File: config.mk
export PLATFORM = sky130hd
export DESIGN_NAME = exa_vc_egress_mux
export DESIGN_NICKNAME = d
export VERILOG_FILES = /design/src/rtl/exa_vc_egress_mux.sv
export SDC_FILE = /design/constraint.sdc
export NUM_CORES = 1
export LEC_CHECK = 0
export ABC_CLOCK_PERIOD_IN_PS = 7100
export CAP_MARGIN = 0
export CORE_AREA = 2 2 313 315
export DETAILED_ROUTE_END_ITERATION = 12
export DIE_AREA = 0 0 315 317
export PLACE_DENSITY_LB_ADDON = 0.12
export SYNTH_ARGS = -nofsm -noshare
export SYNTH_HDL_FRONTEND = slang
export SYNTH_SLANG_ARGS = --single-unit
File: constraint.sdc
create_clock -name clk -period 7.1 [get_ports clk]
set_input_delay 0.71 -clock clk [delete_from_list [all_inputs] [get_ports clk]]
set_output_delay 0.71 -clock clk [all_outputs]
set_load 0.005 [all_outputs]
File: src/rtl/exa_vc_egress_mux.sv
// Egress stage merging vc_num exanet VC streams onto one link with packet-atomic round-robin.
// Optional per-VC packet counters are built when EXA_VC_EGRESS_STATS_EN is defined.
`timescale 1ns/1ps
module exa_vc_egress_mux #(
  parameter int vc_num = 4,
  localparam int vw = (vc_num > 1) ? $clog2(vc_num) : 1
) (
  input  logic                     clk,
  input  logic                     resetn,
  input  logic [vc_num-1:0]        exa_in_header_valid,
  output logic [vc_num-1:0]        exa_in_header_ready,
  input  logic [vc_num-1:0]        exa_in_payload_valid,
  output logic [vc_num-1:0]        exa_in_payload_ready,
  input  logic [vc_num-1:0]        exa_in_footer_valid,
  output logic [vc_num-1:0]        exa_in_footer_ready,
  input  logic [vc_num-1:0][127:0] exa_in_data,
  output logic                     exa_out_header_valid,
  input  logic                     exa_out_header_ready,
  output logic                     exa_out_payload_valid,
  input  logic                     exa_out_payload_ready,
  output logic                     exa_out_footer_valid,
  input  logic                     exa_out_footer_ready,
  output logic [127:0]             exa_out_data,
  output logic [vw-1:0]            o_grant_vc,
  output logic                     o_busy,
  output logic                     o_proto_err,
  output logic [vc_num-1:0][31:0]  o_pkt_cnt
);

  typedef enum logic {IDLE, PKT} state_t;
  typedef enum logic [1:0] {BT_HDR, BT_PAY, BT_FTR} beat_t;

  state_t        state;
  logic [vw-1:0] grant;
  logic [vw-1:0] rr;
  logic          hdr_done;
  logic [4:0]    rem;

  logic          vld_p1;
  beat_t         type_p1;
  logic [127:0]  data_p1;
  logic          proto_err_p1;

  logic          g_hv, g_pv, g_fv;
  logic [127:0]  g_data;
  logic          out_rdy_cur, can_load, in_pkt;
  logic          hdr_rdy, pay_rdy, ftr_rdy;
  logic          hdr_fire, pay_fire, ftr_fire, any_fire, out_fire;

  // Payload words implied by the header size field, capped at the 16-word maximum.
  function automatic logic [4:0] sat_rem(input logic [13:0] size);
    logic [13:0] words;
    if (size == 14'd0) return 5'd0;
    words = ((size - 14'd1) >> 4) + 14'd1;
    return (words > 14'd16) ? 5'd16 : words[4:0];
  endfunction

  function automatic logic [vw-1:0] rr_pick(input logic [vc_num-1:0] req, input logic [vw-1:0] ptr);
    logic [vw-1:0] pick;
    logic          found;
    int            idx;
    pick  = ptr;
    found = 1'b0;
    for (int i = 0; i < vc_num; i++) begin
      idx = (int'(ptr) + i) % vc_num;
      if (!found && req[idx]) begin
        pick  = vw'(idx);
        found = 1'b1;
      end
    end
    return pick;
  endfunction

  function automatic logic [vw-1:0] next_vc(input logic [vw-1:0] g);
    return (g == vw'(vc_num - 1)) ? '0 : g + 1'b1;
  endfunction

  always_comb begin
    g_hv   = exa_in_header_valid[grant];
    g_pv   = exa_in_payload_valid[grant];
    g_fv   = exa_in_footer_valid[grant];
    g_data = exa_in_data[grant];
    case (type_p1)
      BT_HDR:  out_rdy_cur = exa_out_header_ready;
      BT_PAY:  out_rdy_cur = exa_out_payload_ready;
      BT_FTR:  out_rdy_cur = exa_out_footer_ready;
      default: out_rdy_cur = 1'b0;
    endcase
    can_load = !vld_p1 || out_rdy_cur;
    in_pkt   = (state == PKT);
    hdr_rdy  = in_pkt && !hdr_done && can_load;
    pay_rdy  = in_pkt && hdr_done && (rem != 5'd0) && can_load;
    // A pending payload beats an early footer while words are still owed.
    ftr_rdy  = in_pkt && hdr_done && can_load && ((rem == 5'd0) || !g_pv);
    hdr_fire = hdr_rdy && g_hv;
    pay_fire = pay_rdy && g_pv;
    ftr_fire = ftr_rdy && g_fv;
    any_fire = hdr_fire || pay_fire || ftr_fire;
    out_fire = vld_p1 && out_rdy_cur;
  end

  always_comb begin
    exa_in_header_ready         = '0;
    exa_in_payload_ready        = '0;
    exa_in_footer_ready         = '0;
    exa_in_header_ready[grant]  = hdr_rdy;
    exa_in_payload_ready[grant] = pay_rdy;
    exa_in_footer_ready[grant]  = ftr_rdy;
  end

  // Stage p0 -> p1: arbitration, length tracking and the one-entry output register
  always_ff @(posedge clk or negedge resetn) begin
    if (!resetn) begin
      state        <= IDLE;
      grant        <= '0;
      rr           <= '0;
      hdr_done     <= 1'b0;
      rem          <= 5'd0;
      vld_p1       <= 1'b0;
      type_p1      <= BT_HDR;
      data_p1      <= '0;
      proto_err_p1 <= 1'b0;
    end else begin
      proto_err_p1 <= 1'b0;
      unique case (state)
        IDLE: begin
          if (|exa_in_header_valid) begin
            grant    <= rr_pick(exa_in_header_valid, rr);
            hdr_done <= 1'b0;
            state    <= PKT;
          end
        end
        PKT: begin
          if (hdr_fire) begin
            hdr_done <= 1'b1;
            rem      <= sat_rem(g_data[61:48]);
          end
          if (pay_fire) rem <= rem - 5'd1;
          if (ftr_fire) begin
            proto_err_p1 <= (rem != 5'd0);
            rem          <= 5'd0;
            hdr_done     <= 1'b0;
            rr           <= next_vc(grant);
            state        <= IDLE;
          end
        end
      endcase
      if (any_fire) begin
        vld_p1  <= 1'b1;
        type_p1 <= hdr_fire ? BT_HDR : (pay_fire ? BT_PAY : BT_FTR);
        data_p1 <= g_data;
      end else if (out_fire) begin
        vld_p1 <= 1'b0;
      end
    end
  end

  assign exa_out_header_valid  = vld_p1 && (type_p1 == BT_HDR);
  assign exa_out_payload_valid = vld_p1 && (type_p1 == BT_PAY);
  assign exa_out_footer_valid  = vld_p1 && (type_p1 == BT_FTR);
  assign exa_out_data          = data_p1;
  assign o_grant_vc            = grant;
  assign o_busy                = (state == PKT);
  assign o_proto_err           = proto_err_p1;

`ifdef EXA_VC_EGRESS_STATS_EN
  logic [vw-1:0]             vc_p1;
  logic [vc_num-1:0][31:0]   pkt_cnt;

  // Stage p1 -> stats: the held beat remembers its source VC so counts follow the output footer
  always_ff @(posedge clk or negedge resetn) begin
    if (!resetn) begin
      vc_p1   <= '0;
      pkt_cnt <= '0;
    end else begin
      if (any_fire) vc_p1 <= grant;
      if (out_fire && (type_p1 == BT_FTR)) pkt_cnt[vc_p1] <= pkt_cnt[vc_p1] + 32'd1;
    end
  end

  assign o_pkt_cnt = pkt_cnt;
`else
  assign o_pkt_cnt = '0;
`endif

endmodule

## Yosys cells after proc, flatten, opt, wreduce, memory -nomap -nowiden

Cells that the tools add are included.

| word-level totals | value |
|---|---|
| register bits | 143 |
| bits in latches | 0 |
| memory bits (writable) | 0 |
| bits in read-only memories | 0 |
| output and inout bits | 275 |
| memories | 0 |

| operators by class | value |
|---|---|
| add/subtract/negate cells | 7 |
| multipliers | 0 |
| div/mod/pow operators | 0 |
| magnitude comparators | 7 |
| equal/unequal tests | 5 |
| shift-type cells | 0 |
| multiplexer cells | 57 |
| bitwise operators | 7 |
| reductions and logical operators | 42 |

Operators with widths:

| kind | number |
|---|---|
| 128-bit binary-select mux with 2-bit select | 1 |
| 128-bit 2-to-1 mux | 1 |
| 1-bit 2-to-1 mux | 32 |
| 5-bit 2-to-1 mux | 6 |
| 1-bit logical AND | 18 |
| 1-bit binary-select mux with 2-bit select | 7 |
| 14-bit logical NOT | 1 |
| 14-bit by 1-bit subtractor with 14-bit output (second input constant) | 1 |
| 4-bit bitwise AND | 3 |
| 3-bit by 4-bit less-than comparator with 1-bit output (second input constant) | 3 |
| 2-bit 2-to-1 mux | 6 |
| 10-bit by 1-bit adder with 11-bit output (second input constant) | 1 |
| 11-bit by 5-bit > comparator with 1-bit output (second input constant) | 1 |
| 2-bit AND reduction | 4 |
| 1-bit logical NOT | 6 |
| 2-bit by 3-bit less-than comparator with 1-bit output (second input constant) | 2 |
| 2-bit OR reduction | 3 |
| 5-bit logical NOT | 1 |
| 5-bit nonzero test | 1 |
| 5-bit by 1-bit subtractor with 5-bit output (second input constant) | 1 |
| 2-bit by 1-bit adder with 2-bit output (second input constant) | 2 |
| 2-bit adder (second input constant) | 2 |
| 2-bit == test (second input constant) | 2 |
| 1-bit logical OR | 4 |
| other kinds (13) | 16 |

## Longest topological paths before layout

| depth | value |
|---|---|
| depth after elaboration | 18 |
| depth in mapped cells | 15 |
| depth with buffers taken out | 11 |

## Worst setup path after synthesis

Ideal clock, no wire load.

| timing path | value |
|---|---|
| path type | input-to-reg |
| from | in exa_in_data[432] (netlist bit) |
| to | reg rem[2] |
| arrival | 3.549 ns |
| required time | 7.005 ns |
| slack | 3.456 ns |
| cell stages on the path | 13 |
| path buffers | 2 |
| cell sequence | mux4_2 > or4_1 > buf_2 > o21ai_0 > nand2_1 > ha_1 > clkbuf_1 > nand2b_1 > o21ba_1 > o2111a_1 > o21ai_0 > o211ai_2 > o31ai_1 |

| between the ends | value |
|---|---|
| longest elaborated chain between the ends | 10 |

RTL lines:

| item | RTL line | RTL |
|---|---|---|
| start: declaration | 16 | `input logic [vc_num-1:0][127:0] exa_in_data,` |
| 128-bit binary-select mux with 2-bit select (*) | 82 | `g_data = exa_in_data[grant];` |
| 128-bit 2-to-1 mux (implied by the code) (*) | 82 |  |
| 14-bit by 1-bit subtractor with 14-bit output / 14-bit logical NOT (equally long branches) | 54, 53 |  |
| 10-bit by 1-bit adder with 11-bit output / 1-bit 2-to-1 mux (equally long branches) | 54, 53 |  |
| 11-bit by 5-bit > comparator with 1-bit output / 1-bit 2-to-1 mux (equally long branches) | 55, 134 |  |
| 5-bit 2-to-1 mux / 1-bit 2-to-1 mux (equally long branches) | 55, 125 |  |
| 5-bit 2-to-1 mux (*) | 54 | `words = ((size - 14'd1) >> 4) + 14'd1;` |
| 5-bit 2-to-1 mux (*) | 134 | `if (hdr_fire) begin` |
| 5-bit 2-to-1 mux (*) | 138 | `if (pay_fire) rem <= rem - 5'd1;` |
| 5-bit 2-to-1 mux (*) | 139 | `if (ftr_fire) begin` |
| end signal: assignment | 136 | `rem <= sat_rem(g_data[61:48]);` |
| end signal: assignment | 138 |  |
| end: declaration | 37 | `logic [4:0] rem;` |

Every way passes the cells marked *; elsewhere a longest branch is shown, timed or not. The select of a mux whose other input is x is not followed.
A chain may end at the register's enable or synchronous reset.

## Final worst setup path

| timing path | value |
|---|---|
| from | reg grant[1], in the netlist o_grant_vc[1] |
| to | reg rem[2] |

| between the ends | value |
|---|---|
| longest elaborated chain between the ends | 10 |

RTL lines:

| item | RTL line | RTL |
|---|---|---|
| start: declaration | 34 | `logic [vw-1:0] grant;` |
| start signal: assignment | 128 | `grant <= rr_pick(exa_in_header_valid, rr);` |
| 128-bit binary-select mux with 2-bit select | 82 |  |
| 128-bit 2-to-1 mux (implied by the code) | 82 |  |
| 14-bit by 1-bit subtractor with 14-bit output / 14-bit logical NOT (equally long branches) | 54, 53 |  |
| 10-bit by 1-bit adder with 11-bit output / 1-bit 2-to-1 mux (equally long branches) | 54, 53 |  |
| 11-bit by 5-bit > comparator with 1-bit output / 1-bit 2-to-1 mux (equally long branches) | 55, 134 |  |
| 5-bit 2-to-1 mux / 1-bit 2-to-1 mux (equally long branches) | 55, 125 |  |
| 5-bit 2-to-1 mux | 54 |  |
| 5-bit 2-to-1 mux | 134 |  |
| 5-bit 2-to-1 mux | 138 |  |
| 5-bit 2-to-1 mux | 139 |  |

Parallel ways exist; a longest one is shown, timed or not. The select of a mux whose other input is x is not followed.

==> impl_metrics.json <==
{
  "cts.path.max_buffers": 2,
  "cp.required_ps": 7500,
  "worstSetupStartpointType": "flip-flop",
  "dpl.hpwl_um": 44300,
  "synth.top_cell.area_share_pct": 35.0,
  "clk_pin_slew_ps": 70,
  "fin_nets": 1938,
  "avgSynthCellArea_um2": 13.7,
  "vias": 8843,
  "core_mm2": 0.0963,
  "synth_mux_area_share_pct": 43.3,
  "ys_ff_latch": 143,
  "die_w_um": 315,
  "status": "complete, no violations",
  "min_path_type": "in2async",
  "clock-sinks": 143,
  "ios": 804,
  "slew_headroom_pct": 33.7,
  "synth_cell_types": 55,
  "worst-path-max-fanout": 43,
  "synth-simple-area-share_pct": 4.57,
  "initial_core_util_pct": 10.6,
  "synth_top_family_by_area": "multiplexers",
  "power_frac_clock_pct": 14.7,
  "ys_top_cells_by_count": "dfrtp_1, mux4_2, buf_4, mux2_2, clkbuf_1",
  "cp_cell_sequence": "buf_4 -> mux4_2 -> or4_1 -> or2_1 -> nand2_1 -> ha_1 -> nor2b_1 -> o21ba_1 -> o2111a_1 -> o21ai_0 -> o211ai_2 -> o31ai_1",
  "cp-end-kind": "flip-flop",
  "max_stage_delay_ps": 750,
  "track_usage_pct": 10.5,
  "worstMarginPinSlew_ps": 995,
  "syn2layout_area_growth_pct": 82.3,
  "grt_pass1_vias": 9808,
  "ant_nets": 0,
  "cts_root_buffer": "clkbuf_16",
  "viasPerCell": 3.28,
  "port_buffers": 675,
  "cts_tree": "done",
  "netlist_area_mm2": 0.0102,
  "intPower_mw": 4.37,
  "fp.dieArea_mm2": 0.0999,
  "synth_compound_area_share_pct": 3.50,
  "power.density_mw_per_mm2": 372,
  "seq_area_mm2": 0.00359,
  "dp_cells": 2659,
  "synth_cells": 745,
  "synthTopCellsByArea": "dfrtp_1, mux4_2, mux2_2",
  "final_core_utilization_pct": 19.3,
  "synth_most_common_cell": "dfrtp_1",
  "p_sw_mw": 2.55,
  "multi_input_area_mm2": 0.00589,
  "post_cts_resized": 0,
  "drive_above_1_share_pct": 22.1,
  "clock_latency_ps": 490,
  "antenna_found_initial": 11,
  "yosys_most_used_dff": "dfrtp_1",
  "switching_share_pct": 36.8,
  "max_freq_mhz": 219,
  "path_class": "reg2reg",
  "async_reset_ff_share_pct": 100,
  "grt-ovfl-total": 0,
  "route.detailed.drc": 0,
  "p_seq_share_pct": 22.4,
  "grt_max_degree": 66,
  "fin_crit_sh_pct": 64.4,
  "final_cells": 2692,
  "cts_setup_buffers": 0,
  "drv_cap": 0,
  "setup_viol": 0,
  "numCtsBuffers": 17,
  "rsz0062_at_grt": "no",
  "fin_crit_ps": 4580,
  "htree_levels": 4,
  "wl_um": 53900,
  "synth_top_cell_by_area": "dfrtp_1",
  "rr_endpoint": "rem[2]",
  "drtPass1Iterations": 4,
  "fin_tns_setup_ps": 0,
  "maxSlewViolCount": 0,
  "core.rowCount": 114,
  "synth_seq_area_share_pct": 35.0,
  "reg2reg_from": "o_grant_vc[1]",
  "arrival_ps": 4970,
  "synth_fa_ha_area_share_pct": 0.858,
  "place_congestion": 0.743,
  "rr_worst_depth": 12,
  "hold_viol_final": 0,
  "p_comb_share_pct": 62.9,
  "synth_xor_area_share_pct": 0.600,
  "grt_first_pass_wirelength_um": 73300,
  "cts-hold-fix-buffers": 0,
  "fin_skew_ps": 18.6,
  "rrSetupSlack_ps": 2520,
  "p_leak_nw": 6.83,
  "peakVddDrop_uv": 335,
  "yosysWarningCount": 0,
  "fillers": 10483,
  "critPathSlowestCell": "or4_1",
  "drt-initial-drc-count": 231,
  "die_h_um": 317,
  "wl_per_cell_um": 20.0,
  "synth_edf_count": 0
}
flip-flops by register name, indices dropped and copies added, names as in the netlist:
name	cells
vld_p1	1
o_busy	1
type_p1	2
o_proto_err	1
rr	2
hdr_done	1
exa_out_data	128
o_grant_vc	2
rem	5
cell usage in the layout, fill, tap and decap left out, types with 4 or more instances in the layout:
master,n
xor2_1,4
clkbuf_16,17
conb_1,128
dfrtp_1,141
a21oi_1,10
clkdlybuf4s50_1,674
o21ai_0,9
nor4_1,6
buf_4,12
mux2_2,128
nor2_1,17
inv_1,15
and2_1,9
nand2_1,17
mux4_2,131
o31ai_1,4
ha_1,7
routing by layer:
layer / vias up / GRT usage, % / part of all wire, % / wire length [um]
met5: - / 0 / 0.11 / 60
met4: 10 / 2.91 / 1.3 / 711
met3: 41 / 3.83 / 8.1 / 4350
met2: 384 / 19.2 / 54 / 29400
met1: 4485 / 11.2 / 36 / 19400
li1: 3923 / - / - / -
metrics by stage:
stage / hold WS (ps) / power, mW / cell area, um^2 / worst slack [ps]
after floorplan: 414 / 4.02 / 10700 / 3460
after global placement: 490 / 6.11 / 18000 / 2500
after detailed placement: 492 / 6.11 / 18000 / 2450
after CTS: 95.9 / 7.19 / 18600 / 2460
after global routing: 103 / 7.46 / 18600 / 2140
final: 118 / 6.92 / 18600 / 2520
logic make-up (layout without fill, tap and decap cells):
logic type	count (synthesis)	in the layout
compound gates	49	49
mux	262	262
other cells	1	129
buf+inv	192	735
xor+xnor	7	7
fa+ha+maj	7	7
flops	143	143
simple gates	84	84
area by class of cell:
| cell class | count | area share (%) |
|---|---|---|
| diodes | 1 | 0.0134 |
| multi-input cells | 537 | 31.6 |
| inverters | 15 | 0.302 |
| clock buffers | 18 | 2.36 |
| flip-flops and latches | 143 | 19.3 |
| clock inverters | 14 | 0.975 |
| repair buffers | 688 | 36.9 |
| well taps | 1276 | 8.58 |
worst max-delay path, delay by kind of cell, from the launching register on:
kind	cells	cell delay, ps
fa+ha+maj	1	380
flops	1	520
compound gates	5	1040
simple gates	4	1540
buf+inv	1	560
mux	1	420
worst max-delay path by stage:
stage                      from      to  slack (ps)  cells past startpoint
6_report          o_grant_vc[1]  rem[2]        2520                     12
4_1_cts           o_grant_vc[1]  rem[2]        2460                     12
5_1_grt           o_grant_vc[1]  rem[2]        2140                     12
2_1_floorplan  exa_in_data[432]  rem[2]        3460                     13
3_5_place_dp   exa_in_data[435]  rem[2]        2450                     12
3_3_place_gp   exa_in_data[432]  rem[2]        2500                     12
power by group through the flow:
| stage | Sequential (mW) | Clock [mW] | Combinational (mW) |
|---|---|---|---|
| 2_1_floorplan | 1.52 | 0 | 2.50 |
| 3_3_place_gp | 1.56 | 0 | 4.54 |
| 3_5_place_dp | 1.57 | 0 | 4.54 |
| 4_1_cts | 1.56 | 1.08 | 4.55 |
| 5_1_grt | 1.62 | 1.11 | 4.73 |
| 6_report | 1.55 | 1.02 | 4.35 |
Power figures use the tool's default switching activity.
